[config.mk]
export PLATFORM = sky130hd
export DESIGN_NAME = prenc_rr
export DESIGN_NICKNAME = d
export VERILOG_FILES = /design/src/rtl/prenc_rr.sv
export SDC_FILE = /design/constraint.sdc
export NUM_CORES = 1
export LEC_CHECK = 0
export ABC_AREA = 1
export BUFFER_PORTS_ARGS = -buffer_cell sky130_fd_sc_hd__buf_2
export CAP_MARGIN = 15
export CORE_UTILIZATION = 52
export DETAILED_ROUTE_END_ITERATION = 12
export PLACE_DENSITY = 0.82
export SLEW_MARGIN = 20
export SYNTH_ARGS = -nofsm -noshare
export SYNTH_HDL_FRONTEND = slang
export SYNTH_SLANG_ARGS = --single-unit
export TNS_END_PERCENT = 1
[constraint.sdc]
create_clock -name clk -period 7.79 [get_ports clk]
set_input_delay 1.558 -clock clk [delete_from_list [all_inputs] [get_ports clk]]
set_output_delay 1.558 -clock clk [all_outputs]
set_load 0.02 [all_outputs]
[src/rtl/prenc_rr.sv]
// prenc_rr: registered N-way priority encoder with optional round-robin and valid/ack hold
module prenc_rr #(
  parameter int N = 8,
  localparam int W = (N > 2) ? $clog2(N) : 1
) (
  input  logic         clk,
  input  logic         rst_n,
  input  logic [N-1:0] A,
  input  logic         Mode,
  input  logic         Ack,
  output logic [W-1:0] Y,
  output logic [N-1:0] Grant,
  output logic         Valid,
  output logic         Idle
);
  logic [W-1:0]   r_y, r_ptr;
  logic [N-1:0]   r_grant;
  logic           r_valid;
  logic           w_load, w_ack, w_hit;
  logic [W-1:0]   w_dec, w_start, w_win;
  logic [W:0]     w_p;
  logic [2*N-1:0] w_dbl;
  assign w_ack   = r_valid && Ack;
  assign w_load  = !r_valid || Ack;
  assign w_hit   = |A;
  assign w_dec   = (r_y == '0) ? W'(N - 1) : r_y - 1'b1;
  assign w_start = !Mode ? W'(N - 1) : (w_ack ? w_dec : r_ptr);
  assign w_dbl   = {A, A};
  // Scan from lowest to highest priority so the nearest set bit below the start wins
  always_comb begin
    w_p = '0;
    w_win = '0;
    for (int j = N - 1; j >= 0; j--) begin
      w_p = {1'b0, w_start} + (W+1)'(N - j);
      if (w_dbl[w_p]) w_win = W'(w_p >= (W+1)'(N) ? w_p - (W+1)'(N) : w_p);
    end
  end
  always_ff @(posedge clk or negedge rst_n) begin
    if (!rst_n) begin
      r_y     <= '0;
      r_grant <= '0;
      r_valid <= 1'b0;
      r_ptr   <= W'(N - 1);
    end else begin
      if (w_ack && Mode) r_ptr <= w_dec;
      if (w_load) begin
        r_valid <= w_hit;
        r_y     <= w_hit ? w_win : '0;
        r_grant <= w_hit ? {{(N-1){1'b0}}, 1'b1} << w_win : '0;
      end
    end
  end
  assign Y     = r_y;
  assign Grant = r_grant;
  assign Valid = r_valid;
  assign Idle  = !r_valid;
endmodule
# [Yosys cells after proc, flatten, opt, wreduce, memory -nomap -nowiden]
# Cells that the tools add are included.
[totals] ff_bits=15 input_bits=12 out_inout_bits=13
[op_classes] n_lt_le_gt_ge=16 mux=37 add_sub_neg=17 shifts=1 reduce_logical=6
[op_table] cell="two-way mux 3 bit" n=20
[op_table] cell="< comparator 4 x 5 -> 1 bit, second input constant" n=8
[op_table] cell="binary-select mux 1 bit (select 4 bit)" n=8
[op_table] cell="greater-or-equal comparator 4 bit, second input constant" n=8
[op_table] cell="subtractor 3 x 1 -> 3 bit, second input constant" n=9
[op_table] cell="adder 3 x 3 -> 4 bit, second input constant" n=4
[op_table] cell="adder 3 x 2 -> 4 bit, second input constant" n=2
[op_table] cell="two-way mux 1 bit" n=8
[op_table] cell="two-way mux 8 bit" n=1
[op_table] cell="OR reduction 8 bit" n=1
[op_table] cell="left shift 1 x 3 -> 8 bit, first input constant" n=1
[op_table] cell="adder 3 x 1 -> 4 bit, second input constant" n=1
[op_table] cell="adder 3 x 4 -> 4 bit, second input constant" n=1
[op_table] cell="zero test 3 bit" n=1
[op_table] cell="logical AND 1 bit" n=2
[op_table] cell="zero test 1 bit" n=1
[op_table] cell="logical OR 1 bit" n=1

# [Depth between registers and ports, before layout]
[logic_depth] depth_word=17 ltp_mapped=27 depth_no_buf=26

# [Worst setup path before layout]
# No wires, ideal clock.
[synth_timing] path_kind="in2reg" start="input port Ack" end="register r_grant[2] (netlist: Grant[2])" setup_ps=117 n_path_buf=1 cell_stages=23 slack_ps=4218 t_arrival_ps=3455 t_required_ps=7673 path_cell_list="nand2_2 > inv_2 > nand2_4 > nand2_4 > buf_6 > inv_1 > ha_1 > inv_1 > nand3_2 > nand3_2 > nand2_1 > inv_1 > nand2_1 > nand2_1 > nand2_1 > nand2_1 > nand2_1 > nand2_1 > nand2_1 > nand2_2 > inv_2 > nand3_1 > nand2_1"
[synth_via] elab_chain_cells=16 word_cells_on_any_way=62 classes_between="16 x add/sub; 8 x order compare; 1 x shift; 35 x mux; 2 x reduce/logical"
[synth_lines] item="start, declared" line_no="10" rtl="input logic Ack,"
[synth_lines] item="logical AND 1 bit" line_no="23" rtl="assign w_ack = r_valid && Ack;"
[synth_lines] item="two-way mux 3 bit (2 in series)" line_no="27" rtl="assign w_start = !Mode ? W'(N - 1) : (w_ack ? w_dec : r_ptr);"
[synth_lines] item="adder 3 x 1 -> 4 bit" line_no="34" rtl="w_p = {1'b0, w_start} + (W+1)'(N - j);"
[synth_lines] item="greater-or-equal comparator 4 bit, or another cell as far along" line_no="35" rtl="if (w_dbl[w_p]) w_win = W'(w_p >= (W+1)'(N) ? w_p - (W+1)'(N) : w_p);"
[synth_lines] item="two-way mux 3 bit / two-way mux 1 bit (equally long branches)" line_no="35"
[synth_lines] item="two-way mux 3 bit (8 in series)" line_no="35"
[synth_lines] item="left shift 1 x 3 -> 8 bit" line_no="49" rtl="r_grant <= w_hit ? {{(N-1){1'b0}}, 1'b1} << w_win : '0;"
[synth_lines] item="two-way mux 8 bit" line_no="49"
[synth_lines] item="end signal, assigned" line_no="49"
[synth_lines] item="end, declared" line_no="17" rtl="logic [N-1:0] r_grant;"
# Parallel ways exist; a longest one is shown, timed or not. The select of a mux whose other input is x is not followed.
# A chain may end at the register's enable or synchronous reset.

# [Worst setup path after layout]
# Ends and elaborated chain as after synthesis.

==> flow_summary.json <==
{
  "synth_top_family_by_area": "simple AND/OR/NAND/NOR gates",
  "dieHeight_um": 55.1,
  "dp_hpwl_um": 2880,
  "grt_overflow": 0,
  "worstPathCellList": "buf_2 > nand2_2 > inv_2 > nand2_1 > nand3_2 > inv_2 > ha_1 > inv_1 > nand2_1 > nand3_1 > nand2_1 > inv_1 > nand2_1 > nand2_1 > nand2_1 > nand2_1 > nand2_1 > nand2_1 > nand2_1 > nand2_2 > inv_2 > nand3_1 > nand2_1",
  "cts_resized": 0,
  "numCtsBuffers": 3,
  "p_leak_nw": 1.01,
  "vias": 1540,
  "post_drt_wl_per_cell_um": 12.2,
  "synth_edf_count": 0,
  "path_clk_slew_ns": 0.10,
  "crit_path_start": "Ack",
  "outcome": "finished, final reports clean",
  "crit_required_ns": 7.99,
  "cts-htree-levels": 1,
  "grt_util_all_layers": 0.270,
  "start_kind": "input pin",
  "setup_viol": 0,
  "fin_crit_sh": 0.473,
  "ys_async_sr_fraction": 1.00,
  "endpoint_kind": "flip-flop",
  "maxSlewViolCount": 0,
  "avgSynthCellArea_um2": 6.08,
  "synthTopCellsByArea": "nand2_1, dfrtp_1, nand3_1",
  "total_power_uw": 725,
  "dp_slack_ns": 3.83,
  "avgViaCountPerCell": 5.19,
  "cp_common_cell": "nand2_1",
  "grt_max_degree": 16,
  "fin_cells": 297,
  "drc": 0,
  "hold_viol_final": 0,
  "diodes": 0,
  "grt_pass1_wl_um": 5750,
  "crit_family": "simple AND/OR/NAND/NOR gates",
  "hold_path.class": "flip-flop to flip-flop",
  "die_x_um": 55.1,
  "synth_nets": 258,
  "synth_top_area_share": 0.256,
  "dp_cells": 293,
  "drive_gt1_frac": 0.217,
  "reg2reg_from": "Y[0]",
  "netlist_area_um2": 1470,
  "firstDrtPassIters": 5,
  "cts-root-buf": "clkbuf_4",
  "hold_path_startpoint": "r_ptr[1]",
  "finalInstanceArea_um2": 1640,
  "synth-adder-area-share": 0.0427,
  "place_congestion": 1.00,
  "die-area_um2": 3040,
  "fmax_mhz": 272,
  "clk_path_buf_depth": 2,
  "cpMaxStageDelayCell": "ha_1",
  "synth_simple_gate_area_frac": 0.544,
  "yosysTopAreaCell": "nand2_1",
  "coreArea_um2": 2570,
  "yosysSeqAreaShare": 0.259,
  "synth_common_cells": "nand2_1, nand3_1, inv_1, dfrtp_1, nand2_2",
  "cts_setup_buffers": 0,
  "yosysMostFrequentCell": "nand2_1",
  "synth_xor_area_frac": 0,
  "critical_path_class": "input pin to flip-flop",
  "io_pins": 25,
  "synth_mux_area_frac": 0,
  "wirelength_um": 3610,
  "hold_buffers": 0,
  "synth-seq-cells": 15,
  "clock_latency_ns": 0.30,
  "cts_tree": "yes",
  "drt_iter0_markers": 80,
  "cp_slowest_stage_delay_ns": 0.31,
  "worst_slew_pin_slew_ns": 0.660,
  "drv_cap": 0,
  "ys_types": 21,
  "clock-sinks": 15,
  "path_depth": 23,
  "finClkSkew_ns": 0.00232,
  "post_dp_cell_area_um2": 1610,
  "reg2reg_depth": 25,
  "start_util": 0.571,
  "synth_compound_area_frac": 0.0546,
  "grt_pass1_vias": 1331,
  "antenna_found_initial": 0,
  "area_growth_syn_to_layout_pct": 11.8,
  "timing.slew.headroom": 0.559,
  "irDropWorstVdd_mv": 0.307,
  "yosysWarnings": 0,
  "synth_flop_cell": "dfrtp_1",
  "port_buffers": 24,
  "final_nets": 285,
  "crit_fanout": 9,
  "worstPathArrival_ns": 3.88,
  "fin_crit_ns": 3.68,
  "whs_path_depth": 2,
  "row_count": 18,
  "ant_nets": 0,
  "grt_setup_unrepaired": "no",
  "powerDensity_nw_per_um2": 442,
  "tns_ns": 0,
  "synthCells": 241,
  "setup_ws_ns": 4.11,
  "worst-path-buf-inv": 6
}
worst min-delay path, cell delays in order (launching register included):
cell	delay (ns)
dfstp_2	0.38
nand2_1	0.05
nand2_1	0.05
sequential cells by signal, indices dropped and copies added, names as in the netlist:
register	count
Valid	1
Y	3
r_ptr	3
Grant	8
cells by family (layout without fill, tap and decap cells):
group / count (synthesis) / count (layout)
flops: 15 / 15
buf+inv: 37 / 63
compound gates: 13 / 13
fa+ha+maj: 5 / 5
simple gates: 171 / 171
cells in the final DEF (no fill, tap or decap), types with 2 or more instances in the layout:
master	netlist	layout
nand3_2	8	8
buf_2	0	24
inv_2	3	3
a21oi_1	5	5
ha_1	5	5
nand2_1	100	100
clkbuf_4	0	3
inv_1	31	31
nand2_4	3	3
o21ai_1	2	2
dfrtp_1	12	12
o21ai_0	4	4
nor2_1	6	6
dfstp_2	3	3
nor4_1	2	2
nand3_1	41	41
nand2_2	9	9
nor2_2	2	2
routing by layer:
| metal | routed length (um) | track usage |
|---|---|---|
| met1 | 1700 | 0.367 |
| met2 | 1610 | 0.418 |
| met3 | 259 | 0.0738 |
| met4 | 44 | 0.0708 |
| met5 | 0 | 0 |
area by class of cell:
class	instances	area, um2
clock buffer	3	22.5
inverter	35	131
sequential	15	379
timing repair buffer	24	120
clock inverter	1	7.51
fill	241	928
tap	30	37.5
multi-input combinational	189	941
worst paths after layout:
kind                             to  slack, ns
setup / recovery           Grant[2]       4.11
hold / removal             r_ptr[1]       0.48
setup reg to reg           Grant[2]       4.62
hold reg to reg            r_ptr[1]       0.48
max in group asynchronous  r_ptr[2]       6.35
min in group asynchronous  Grant[1]       1.14
power breakdown:
group          total [mW]  internal, mW  switching [mW]
Combinational       0.547         0.175           0.372
Clock              0.0483        0.0196          0.0287
Sequential          0.130         0.113          0.0171
per-stage QoR:
stage / hold slack [ns] / util
global route: 0.511 / 0.638
detailed placement: 0.461 / 0.627
finish: 0.476 / 0.638
CTS: 0.474 / 0.638
floorplan: 0.448 / -
global placement: 0.457 / 0.627
Note: power is estimated with default switching activity, not from simulation.
